[src/rtl/hazard_ctrl_if.sv]
// Hazard controller bundle: operand/destination addresses, pipeline stall/flush controls and
// the data-memory req/ack handshake with its sticky timeout flag.
interface hazard_ctrl_if #(
    parameter int AW = 5
);
    logic [AW-1:0] ad1d, ad2d, ad1e, ad2e, rde, rdm, rdw;
    logic          regWrtm, regWrtw, ldE, pcSrce, memReqm, memAckm;
    logic [1:0]    fwdAe, fwdBe;
    logic          stallf, stalld, stalle, stallm;
    logic          flushd, flushe, flushw;
    logic          memErr;

    modport master (
        output ad1d, ad2d, ad1e, ad2e, rde, rdm, rdw,
        output regWrtm, regWrtw, ldE, pcSrce, memReqm, memAckm,
        input  fwdAe, fwdBe, stallf, stalld, stalle, stallm,
        input  flushd, flushe, flushw, memErr
    );

    modport slave (
        input  ad1d, ad2d, ad1e, ad2e, rde, rdm, rdw,
        input  regWrtm, regWrtw, ldE, pcSrce, memReqm, memAckm,
        output fwdAe, fwdBe, stallf, stalld, stalle, stallm,
        output flushd, flushe, flushw, memErr
    );
endinterface

[src/rtl/hazard_ctrl.sv]
// Hazard controller for the 5-stage in-order core: EX forwarding, load-use/branch stall and flush,
// and a RUN/MWAIT sequencer with timeout for data memory. HAZARD_PERF_EN adds saturating counters.
module hazard_ctrl #(
    parameter int AW    = 5,
    parameter int TMO_W = 8
`ifdef HAZARD_PERF_EN
    ,
    parameter int CNT_W = 32
`endif
) (
    input  logic         clk,
    input  logic         rst_n,
    hazard_ctrl_if.slave hz
`ifdef HAZARD_PERF_EN
    ,
    output logic [CNT_W-1:0] luCnt,
    output logic [CNT_W-1:0] flCnt,
    output logic [CNT_W-1:0] mwCnt
`endif
);

    typedef enum logic {RUN, MWAIT} state_t;

    // Last timer value before the watchdog fires (2**TMO_W-2); the next miss makes 2**TMO_W-1.
    localparam logic [TMO_W-1:0] TMO_LAST = {{(TMO_W-1){1'b1}}, 1'b0};

    state_t           state, state_nxt;
    logic [TMO_W-1:0] timer, timer_nxt;
    logic             err, err_nxt;
    logic             mem_wait, lu, ctl_flush, lu_stall;

    function automatic logic [1:0] fwd_sel(input logic [AW-1:0] src,
                                           input logic          wm,
                                           input logic [AW-1:0] rm,
                                           input logic          ww,
                                           input logic [AW-1:0] rw);
        logic [1:0] sel;
        sel = 2'b00;
        if (wm && rm != '0 && rm == src)
            sel = 2'b10;
        else if (ww && rw != '0 && rw == src)
            sel = 2'b01;
        return sel;
    endfunction

    always_ff @(posedge clk or negedge rst_n) begin
        if (!rst_n) begin
            state <= RUN;
            timer <= '0;
            err   <= 1'b0;
        end else begin
            state <= state_nxt;
            timer <= timer_nxt;
            err   <= err_nxt;
        end
    end

    always_comb begin
        state_nxt = state;
        timer_nxt = timer;
        err_nxt   = err;
        mem_wait  = 1'b0;
        case (state)
            RUN: begin
                if (hz.memReqm && !hz.memAckm) begin
                    state_nxt = MWAIT;
                    timer_nxt = '0;
                    mem_wait  = 1'b1;
                end
            end
            MWAIT: begin
                mem_wait = 1'b1;
                if (hz.memAckm) begin
                    state_nxt = RUN;
                end else if (timer == TMO_LAST) begin
                    state_nxt = RUN;
                    err_nxt   = 1'b1;
                    timer_nxt = timer + 1'b1;
                end else begin
                    timer_nxt = timer + 1'b1;
                end
            end
            default: state_nxt = RUN;
        endcase
    end

    // Priority: memory wait, then control flush, then load-use.
    always_comb begin
        lu        = hz.ldE && (hz.rde != '0) && ((hz.rde == hz.ad1d) || (hz.rde == hz.ad2d));
        ctl_flush = !mem_wait && hz.pcSrce;
        lu_stall  = !mem_wait && !hz.pcSrce && lu;

        hz.fwdAe  = fwd_sel(hz.ad1e, hz.regWrtm, hz.rdm, hz.regWrtw, hz.rdw);
        hz.fwdBe  = fwd_sel(hz.ad2e, hz.regWrtm, hz.rdm, hz.regWrtw, hz.rdw);
        hz.stallf = mem_wait || lu_stall;
        hz.stalld = mem_wait || lu_stall;
        hz.stalle = mem_wait;
        hz.stallm = mem_wait;
        hz.flushd = ctl_flush;
        hz.flushe = ctl_flush || lu_stall;
        hz.flushw = mem_wait;
        hz.memErr = err;

        // While reset is held, bubble every register and forward nothing.
        if (!rst_n) begin
            hz.fwdAe  = 2'b00;
            hz.fwdBe  = 2'b00;
            hz.stallf = 1'b0;
            hz.stalld = 1'b0;
            hz.stalle = 1'b0;
            hz.stallm = 1'b0;
            hz.flushd = 1'b1;
            hz.flushe = 1'b1;
            hz.flushw = 1'b1;
        end
    end

`ifdef HAZARD_PERF_EN
    always_ff @(posedge clk or negedge rst_n) begin
        if (!rst_n) begin
            luCnt <= '0;
            flCnt <= '0;
            mwCnt <= '0;
        end else begin
            if (lu_stall && luCnt != '1)
                luCnt <= luCnt + 1'b1;
            if (ctl_flush && flCnt != '1)
                flCnt <= flCnt + 1'b1;
            if (mem_wait && mwCnt != '1)
                mwCnt <= mwCnt + 1'b1;
        end
    end
`endif

endmodule

[src/flat_wrapper.sv]
// flat-port wrapper written by rule: the top's interface ports become plain ports
module hazard_ctrl_flat 
#(
    parameter int AW    = 5,
    parameter int TMO_W = 8

)
  (clk, rst_n, hz_ad1d, hz_ad2d, hz_ad1e, hz_ad2e, hz_rde, hz_rdm, hz_rdw, hz_regWrtm, hz_regWrtw, hz_ldE, hz_pcSrce, hz_memReqm, hz_memAckm, hz_fwdAe, hz_fwdBe, hz_stallf, hz_stalld, hz_stalle, hz_stallm, hz_flushd, hz_flushe, hz_flushw, hz_memErr);
  hazard_ctrl_if #(.AW(AW)) hz_i ();
  input  logic clk;
  input  logic rst_n;
  input wire logic [$bits(hz_i.ad1d)-1:0] hz_ad1d;
  input wire logic [$bits(hz_i.ad2d)-1:0] hz_ad2d;
  input wire logic [$bits(hz_i.ad1e)-1:0] hz_ad1e;
  input wire logic [$bits(hz_i.ad2e)-1:0] hz_ad2e;
  input wire logic [$bits(hz_i.rde)-1:0] hz_rde;
  input wire logic [$bits(hz_i.rdm)-1:0] hz_rdm;
  input wire logic [$bits(hz_i.rdw)-1:0] hz_rdw;
  input wire logic [$bits(hz_i.regWrtm)-1:0] hz_regWrtm;
  input wire logic [$bits(hz_i.regWrtw)-1:0] hz_regWrtw;
  input wire logic [$bits(hz_i.ldE)-1:0] hz_ldE;
  input wire logic [$bits(hz_i.pcSrce)-1:0] hz_pcSrce;
  input wire logic [$bits(hz_i.memReqm)-1:0] hz_memReqm;
  input wire logic [$bits(hz_i.memAckm)-1:0] hz_memAckm;
  output wire logic [$bits(hz_i.fwdAe)-1:0] hz_fwdAe;
  output wire logic [$bits(hz_i.fwdBe)-1:0] hz_fwdBe;
  output wire logic [$bits(hz_i.stallf)-1:0] hz_stallf;
  output wire logic [$bits(hz_i.stalld)-1:0] hz_stalld;
  output wire logic [$bits(hz_i.stalle)-1:0] hz_stalle;
  output wire logic [$bits(hz_i.stallm)-1:0] hz_stallm;
  output wire logic [$bits(hz_i.flushd)-1:0] hz_flushd;
  output wire logic [$bits(hz_i.flushe)-1:0] hz_flushe;
  output wire logic [$bits(hz_i.flushw)-1:0] hz_flushw;
  output wire logic [$bits(hz_i.memErr)-1:0] hz_memErr;
  assign hz_i.ad1d = hz_ad1d;
  assign hz_i.ad2d = hz_ad2d;
  assign hz_i.ad1e = hz_ad1e;
  assign hz_i.ad2e = hz_ad2e;
  assign hz_i.rde = hz_rde;
  assign hz_i.rdm = hz_rdm;
  assign hz_i.rdw = hz_rdw;
  assign hz_i.regWrtm = hz_regWrtm;
  assign hz_i.regWrtw = hz_regWrtw;
  assign hz_i.ldE = hz_ldE;
  assign hz_i.pcSrce = hz_pcSrce;
  assign hz_i.memReqm = hz_memReqm;
  assign hz_i.memAckm = hz_memAckm;
  assign hz_fwdAe = hz_i.fwdAe;
  assign hz_fwdBe = hz_i.fwdBe;
  assign hz_stallf = hz_i.stallf;
  assign hz_stalld = hz_i.stalld;
  assign hz_stalle = hz_i.stalle;
  assign hz_stallm = hz_i.stallm;
  assign hz_flushd = hz_i.flushd;
  assign hz_flushe = hz_i.flushe;
  assign hz_flushw = hz_i.flushw;
  assign hz_memErr = hz_i.memErr;
  hazard_ctrl #(.AW(AW), .TMO_W(TMO_W)) u_core (.clk(clk), .rst_n(rst_n), .hz(hz_i));
endmodule
[config.mk]
export PLATFORM = sky130hd
export DESIGN_NAME = hazard_ctrl_flat
export DESIGN_NICKNAME = d
export VERILOG_FILES = /design/src/rtl/hazard_ctrl_if.sv /design/src/rtl/hazard_ctrl.sv /design/src/flat_wrapper.sv
export SDC_FILE = /design/constraint.sdc
export NUM_CORES = 1
export LEC_CHECK = 0
export CORE_ASPECT_RATIO = 1.5
export CORE_MARGIN = 5
export CORE_UTILIZATION = 35
export CTS_CLUSTER_SIZE = 30
export DETAILED_ROUTE_END_ITERATION = 12
export HOLD_SLACK_MARGIN = 0.08
export PLACE_DENSITY = 0.86
export SYNTH_ARGS = -nofsm -noshare
export SYNTH_HDL_FRONTEND = slang
export SYNTH_SLANG_ARGS = --single-unit
[constraint.sdc]
create_clock -name clk -period 4.85 [get_ports clk]
set_clock_uncertainty 0.15 [all_clocks]
set_input_delay 1.2125 -clock clk [delete_from_list [all_inputs] [get_ports clk]]
set_output_delay 1.2125 -clock clk [all_outputs]
set_load 0.005 [all_outputs]
# ---- After elaboration in Yosys (flattened, before gate mapping)
# Cells that the tools add are included.
dict set report op_classes {
  n_addsub 1
  n_eq_ne 9
  n_mux 19
  n_bitwise 2
  reduce_logical 23
}
# operator n
set op_table {}
lappend op_table {{$eq A5 B5 Y1} 6}
lappend op_table {{$mux W8} 2}
lappend op_table {{$pmux W8 S2} 1}
lappend op_table {{$reduce_bool A5 Y1} 3}
lappend op_table {{$logic_and A1 B1 Y1} 12}
lappend op_table {{$mux W1} 10}
lappend op_table {{$add A8 B1 Y8 const B} 1}
lappend op_table {{$eq A8 B8 Y1 const B} 1}
lappend op_table {{$mux W2} 4}
lappend op_table {{$pmux W1 S2} 2}
lappend op_table {{$logic_not A1 Y1} 3}
lappend op_table {{$logic_or A1 B1 Y1} 3}
lappend op_table {{$reduce_and A3 Y1} 1}
lappend op_table {{$ne A2 B1 Y1 const B} 1}
lappend op_table {{$ne A2 B2 Y1 const B} 1}
lappend op_table {{$not A1 Y1} 2}
lappend op_table {{$reduce_and A2 Y1} 1}
dict set report word_totals {
  register_bits 10
  input_bits 43
}

# ---- Longest topological paths before layout
# Gate-level depths: netlist (run 1).
dict set report depth {
  word_depth 9
  ltp_mapped 5
}

# ---- Worst setup path before layout (run 1)
# OpenSTA, ideal clock, no wires.
dict set report synth_timing {
  path_kind {input to output}
  start {input port hz_rdm[0]}
  end {output port hz_fwdAe[0]}
  arrival_ps 2242
  required_time_ps 3488
  path_slack_ps 1246
  path_stages 4
  path_buffers 0
  path_cell_list {or4_1 -> o21ai_1 -> nor4_1 -> nor4_2}
}
dict set report synth_via {
  elab_chain_cells 5
}
# item line_no
set synth_lines {}
lappend synth_lines {{start, declared} flat_wrapper.sv:17} ;# input wire logic [$bits(hz_i.rdm)-1:0] hz_rdm;
lappend synth_lines {{$reduce_bool A5 Y1} hazard_ctrl.sv:39} ;# if (wm && rm != '0 && rm == src)
lappend synth_lines {{$logic_and A1 B1 Y1} hazard_ctrl.sv:39}
lappend synth_lines {{$logic_and A1 B1 Y1 (*)} hazard_ctrl.sv:39}
lappend synth_lines {{$mux W2 (*)} hazard_ctrl.sv:39}
lappend synth_lines {{$mux W2 (*)} hazard_ctrl.sv:105} ;# if (!rst_n) begin
lappend synth_lines {{end, declared} flat_wrapper.sv:25} ;# output wire logic [$bits(hz_i.fwdAe)-1:0] hz_fwdAe;
# Mark *: on every way between the ends. The rest lies on a longest branch, timed or not.

# ---- Final worst setup path (run 1)
# Ends and elaborated chain as after synthesis.

==> results.py, run 1 <==
metrics = {
    "floorplanning": {
        "initial_core_util_pct": 36.1,
        "rows": 23,
        "pin_count": 55,
        "fp.coreArea_um2": 2650,
        "die-area_um2": 3890,
        "die_h_um": 74.0,
        "die-width_um": 52.6,
    },
    "synth": {
        "synth_cells": 112,
        "synth-compound-area-share_pct": 9.83,
        "avgSynthCellArea_um2": 8.52,
        "synth_xor_xnor_area_share_pct": 32.1,
        "synthesis.nets": 157,
        "yosysSeqAreaShare_pct": 26.2,
        "synthSimpleGateAreaFrac_pct": 26.9,
        "ys_ff_latch": 10,
        "synth_area_um2": 955,
        "synth_fa_ha_area_share_pct": 2.62,
        "synth_top_family_by_area": "XOR/XNOR gates",
        "synth_cell_types": 27,
        "synthMuxAreaShare_pct": 0,
        "ys.warnings.count": 0,
    },
    "cells_and_area": {
        "n_antenna_cell": 0,
        "final_common_cell": "clkdlybuf4s50_1",
        "area_growth_pct": 65.0,
        "fill_cells": 245,
        "drive_gt1_share_pct": 5.95,
        "layout_common_cells": "54 x clkdlybuf4s50_1, 27 x xor2_1, 10 x dfrtp_1, 9 x nor2_1, 9 x nand2_1",
        "fin_nets": 215,
    },
    "routing": {
        "drtPass1Iterations": 4,
        "route.detailed.drc": 0,
        "first_iter_violations": 22,
        "wl_per_cell_um": 14.4,
        "antenna_left": 0,
        "routed_wl_um": 2950,
        "via_per_inst": 5.08,
        "routed-via-count": 1041,
    },
    "worst_setup_path": {
        "cp_top_family": "buffers and inverters",
        "crit_path_start_kind": "input port",
        "crit_top_cell": "clkdlybuf4s50_1",
        "worstPathCellList": "clkdlybuf4s50_1 -> or4_1 -> o21ai_1 -> nor4_1 -> nor4_2 -> clkdlybuf4s50_1",
        "worst-setup-path-type": "in -> out",
        "crit_path_max_fanout": 3,
        "critPathSlowestCell": "clkdlybuf4s50_1",
        "cp.arrival_ns": 3.33,
        "critical_path_required_ns": 3.49,
        "path_buf_inv": 2,
        "cpPeakStageDelay_ns": 0.55,
        "end_kind": "output port",
    },
    "grt": {
        "overflow": 0,
        "track_usage_pct": 15.6,
        "antenna_found_initial": 0,
        "grt_max_degree": 18,
        "grt_first_pass_wirelength_um": 4550,
        "grt_pass1_vias": 1092,
    },
    "clock_tree": {
        "cts_resized": 0,
        "cts_buffer_depth": 2,
        "clockRootBuffer": "clkbuf_8",
        "clk_latency_ns": 0.23,
        "cts_max_level": 1,
        "cts_hold_buf": 0,
        "cts_tree": "yes",
        "cts_buffers": 3,
        "cts.clk_slew.worst_paths_ns": 0.05,
        "cts.sinks": 10,
        "post_cts_buffers": 0,
    },
    "timing": {
        "max_slew.worst_pin.slew_ns": 0.748,
        "fin_tns_setup_ns": 0,
        "fmaxAchievable_mhz": 213,
        "relSlewSlack_pct": 50.0,
        "setup_viol_count_final": 0,
        "rsz0062_at_grt": "false",
        "final.period_utilization_pct": 96.7,
        "hold_violations": 0,
        "drv_slew": 0,
        "timing.hold.ws_ns": 0.316,
        "fin_crit_ns": 4.69,
    },
    "flow_run": {
        "max_cap_viol_count": 0,
    },
    "place": {
        "portBuffers": 54,
        "dp.final_hpwl_um": 2580,
        "gp_congestion": 0.761,
    },
    "status": {
        "status": "complete, no violations",
    },
    "power_and_ir_drop": {
        "power.density_nw_per_um2": 191,
        "ir_drop_mv": 0.178,
        "p_leak_nw": 0.616,
    },
    "hold_path": {
        "hp-class": "reg -> reg",
    },
}
==> per-layer routing <==
metal / wire (µm) / global-route usage [%] / vias to the layer above
met1: 1170 / 15.9 / 481
met3: 221 / 2.40 / 9
met2: 1460 / 29.3 / 49
met4: 91 / 8.81 / 0
li1: - / - / 502
met5: 0 / 0 / -
==> final cells by class <==
| type | count | area (µm²) | share of cell area, % |
|---|---|---|---|
| clock buffers | 3 | 41.3 | 2.62 |
| inverters | 2 | 7.51 | 0.477 |
| multi-input cells | 98 | 682 | 43.3 |
| repair buffers | 55 | 548 | 34.8 |
| flip-flops and latches | 10 | 250 | 15.9 |
| well taps | 37 | 46.3 | 2.94 |
==> power breakdown <==
group	internal (mW)	total, mW	switching, mW
clock network	0.0542	0.0851	0.0309
logic	0.0635	0.108	0.0444
registers	0.0934	0.108	0.0141
==> Yosys cell counts, drive strengths merged <==
library cell  count  area, µm²
nand3             6       30.0
nand4             3       18.8
nor3b             1       7.51
o21ai             4       20.0
nand2             9       33.8
or4               4       30.0
o211ai            2       15.0
or3               1       6.26
o21ba             1       10.0
ha                2       25.0
and3              1       6.26
nor3              5       25.0
nor4              4       37.5
buf               2       15.0
dfrtp            10        250
a22oi             1       7.51
xor2             27        236
nor2              9       33.8
a21oi             2       10.0
o21bai            3       22.5
nor2b             2       12.5
a31o              1       8.76
xnor2             8       70.1
and2              2       15.0
inv               2       7.51
==> kinds of logic after synthesis <==
logic type	count (synthesis)
compound gates	14
xor+xnor	35
fa+ha+maj	2
buf+inv	4
flops	10
simple gates	47
==> registers in the layout, indices dropped and copies added, names as in the netlist <==
name and count:
u_core.timer 8, u_core.state 1, u_core.hz.memErr 1
==> worst paths after layout <==
path	slack, ns	start	depth (start not counted)	to
max in group asynchronous	3.20	rst_n	2	u_core.timer[6]
hold reg to reg	0.32	u_core.hz.memErr	1	u_core.hz.memErr
setup / recovery	0.16	hz_rdm[0]	6	hz_fwdAe[0]
hold / removal	0.32	u_core.hz.memErr	1	u_core.hz.memErr
min in group asynchronous	1.18	rst_n	2	u_core.hz.memErr
setup reg to reg	3.34	u_core.state	2	u_core.state
==> stage by stage <==
stage          cell area (µm²)  instances  util (%)  setup slack, ns  total power, mW
2_1_floorplan              955        112         -             1.25            0.149
3_3_place_gp              1530        202      57.9            0.233            0.210
3_5_place_dp              1530        202      57.9            0.160            0.217
4_1_cts                   1580        205      59.5            0.161            0.306
5_1_grt                   1580        205      59.5           0.0734            0.319
6_report                  1580        205      59.5            0.160            0.300
==> worst register-to-register path: stages (launching register included) <==
cell	delay, ns
dfrtp_1	0.42
nor3b_1	0.65
o21bai_1	0.20
Power figures use the tool's default switching activity.
==> run 2, diff against run 1 <==
Settings changed: CTS_CLUSTER_SIZE 30 to 12, GPL_TIMING_DRIVEN set to 0, REMOVE_ABC_BUFFERS set to 1.
==> results.py, run 2 (same netlist as run 1, synthesis figures left out) <==
metrics = {
    "worst_setup_path": {
        "cp.arrival_ns": 3.37,
        "crit_path_start_kind": "input port",
        "cpPeakStageDelay_ns": 0.55,
        "worstPathCellList": "clkdlybuf4s50_1 -> or4_1 -> o21ai_1 -> nor4_1 -> nor4_2 -> clkdlybuf4s50_1",
        "critical_path_required_ns": 3.49,
        "reg2regPathDepth": 2,
        "rr_startpoint": "u_core.state",
        "worst-setup-path-type": "in -> out",
        "worst_r2r_endpoint": "u_core.state",
        "reg2reg_slack_ns": 3.31,
        "crit_path_max_fanout": 3,
        "critPathSlowestCell": "clkdlybuf4s50_1",
        "end_kind": "output port",
        "crit_top_cell": "clkdlybuf4s50_1",
    },
    "cells_and_area": {
        "drive_gt1_share_pct": 6.55,
        "largest_register": "u_core.timer",
        "fin_nets": 214,
        "final_common_cell": "clkdlybuf4s50_1",
        "seqCellArea_um2": 250,
        "layout_common_cells": "53 x clkdlybuf4s50_1, 27 x xor2_1, 10 x dfrtp_1, 9 x nor2_1, 9 x nand2_1",
        "multiInputGateArea_um2": 682,
        "largest_reg_flops": 8,
        "fill_cells": 241,
        "area_growth_pct": 65.1,
        "final_util_pct": 59.5,
        "n_antenna_cell": 0,
    },
    "clock_tree": {
        "cts_buffers": 3,
        "clk_latency_ns": 0.24,
        "cts_buffer_depth": 2,
        "cts_hold_buf": 0,
        "cts_tree": "yes",
        "cts.sinks": 10,
        "cts.clk_slew.worst_paths_ns": 0.05,
        "clockRootBuffer": "clkbuf_8",
        "cts_max_level": 1,
    },
    "power_and_ir_drop": {
        "power.density_nw_per_um2": 203,
        "pwr-share-seq_pct": 33.3,
        "power_mw": 0.321,
        "swShare_pct": 29.0,
        "p_leak_nw": 0.619,
        "combPwrFrac_pct": 34.1,
        "p_sw_mw": 0.0931,
        "ir_drop_mv": 0.168,
        "clkPwrFrac_pct": 32.7,
        "p_int_mw": 0.227,
    },
    "place": {
        "dp.final_hpwl_um": 2550,
        "portBuffers": 54,
        "gp_congestion": 0.830,
    },
    "timing": {
        "fmaxAchievable_mhz": 211,
        "relSlewSlack_pct": 48.1,
        "rsz0062_at_grt": "false",
        "final.period_utilization_pct": 97.5,
        "fin_tns_setup_ns": 0,
        "hold_violations": 0,
        "drv_slew": 0,
        "timing.hold.ws_ns": 0.324,
        "max_slew.worst_pin.slew_ns": 0.777,
        "setup_viol_count_final": 0,
        "fin_crit_ns": 4.73,
    },
    "hold_path": {
        "worstHoldStart": "u_core.hz.memErr",
        "min_to": "u_core.hz.memErr",
        "whs_path_depth": 1,
        "hp-class": "reg -> reg",
    },
    "floorplanning": {
        "die-width_um": 52.6,
        "die_h_um": 74.0,
        "initial_core_util_pct": 36.1,
        "fp.coreArea_um2": 2650,
        "pin_count": 55,
        "die-area_um2": 3890,
        "rows": 23,
    },
    "grt": {
        "grt_max_degree": 19,
        "grt_pass1_vias": 1091,
        "antenna_found_initial": 0,
        "track_usage_pct": 16.8,
        "grt_first_pass_wirelength_um": 4940,
        "overflow": 0,
    },
    "routing": {
        "drtPass1Iterations": 4,
        "via_per_inst": 5.07,
        "route.detailed.drc": 0,
        "routed_wl_um": 3040,
        "first_iter_violations": 40,
        "antenna_left": 0,
        "wl_per_cell_um": 14.8,
        "routed-via-count": 1039,
    },
    "flow_run": {
        "max_cap_viol_count": 0,
    },
    "status": {
        "status": "complete, no violations",
    },
}
==> run 2: cell types whose count changed in the layout (fill, tap and decap cells not counted), sizes merged <==
cell           before  now
buf                 1    0
clkbuf              3    5
clkdlybuf4s50      54   53
==> run 2: layer usage <==
| metal | track usage (%) | part of all wire (%) | vias to the layer above | wire length [µm] |
|---|---|---|---|---|
| li1 | - | - | 503 | - |
| met1 | 18.9 | 39 | 483 | 1180 |
| met2 | 30.2 | 52 | 44 | 1570 |
| met3 | 3.21 | 7.0 | 9 | 214 |
| met4 | 6.82 | 2.6 | 0 | 80 |
| met5 | 0 | 0 | - | 0 |
==> run 2: worst max path at each step <==
stage / endpoint / from / slack [ns]
after floorplan: hz_fwdAe[0] / hz_rdm[0] / 1.25
after global placement: hz_fwdBe[0] / rst_n / -0.15
after CTS: hz_fwdAe[0] / rst_n / 0.08
after global routing: hz_fwdAe[0] / hz_rdm[0] / 0.03
final: hz_fwdAe[0] / hz_rdm[0] / 0.12
after detailed placement: hz_fwdAe[0] / rst_n / -0.19
==> run 2: repair_timing <==
action / in CTS / in global routing
buffers inserted: 0 / 0
setup endpoints to repair: 2 / 2
resized for setup: 1 / 2
==> run 2: power groups by stage <==
stage               clock [mW]  sequential [mW]  combinational, mW
global placement             0            0.106              0.104
detailed placement           0            0.108              0.109
floorplan                    0            0.104             0.0433
finish                   0.105            0.107              0.109
CTS                      0.107            0.106              0.111
global route             0.114            0.108              0.119
==> run 2: cell type report <==
type / count / area share, %
Inverter: 2 / 0.476
Sequential cell: 10 / 15.9
Timing Repair Buffer: 54 / 34.0
Clock buffer: 4 / 3.49
Tap cell: 37 / 2.94
Multi-Input combinational cell: 98 / 43.3
==> run 2: critical path, delay by kind of cell <==
kind,cells,cell delay [ns]
buffers and inverters,2,1.03
AND/OR/NAND/NOR,3,0.95
AO/OA/AOI/OAI,1,0.18
==> run 2: metrics by stage <==
step,instances,setup WS (ns),area (µm²)
finish,205,0.121,1580
global route,205,0.0311,1580
CTS,205,0.0781,1580
detailed placement,201,-0.188,1530
global placement,201,-0.146,1530
floorplan,110,1.25,940
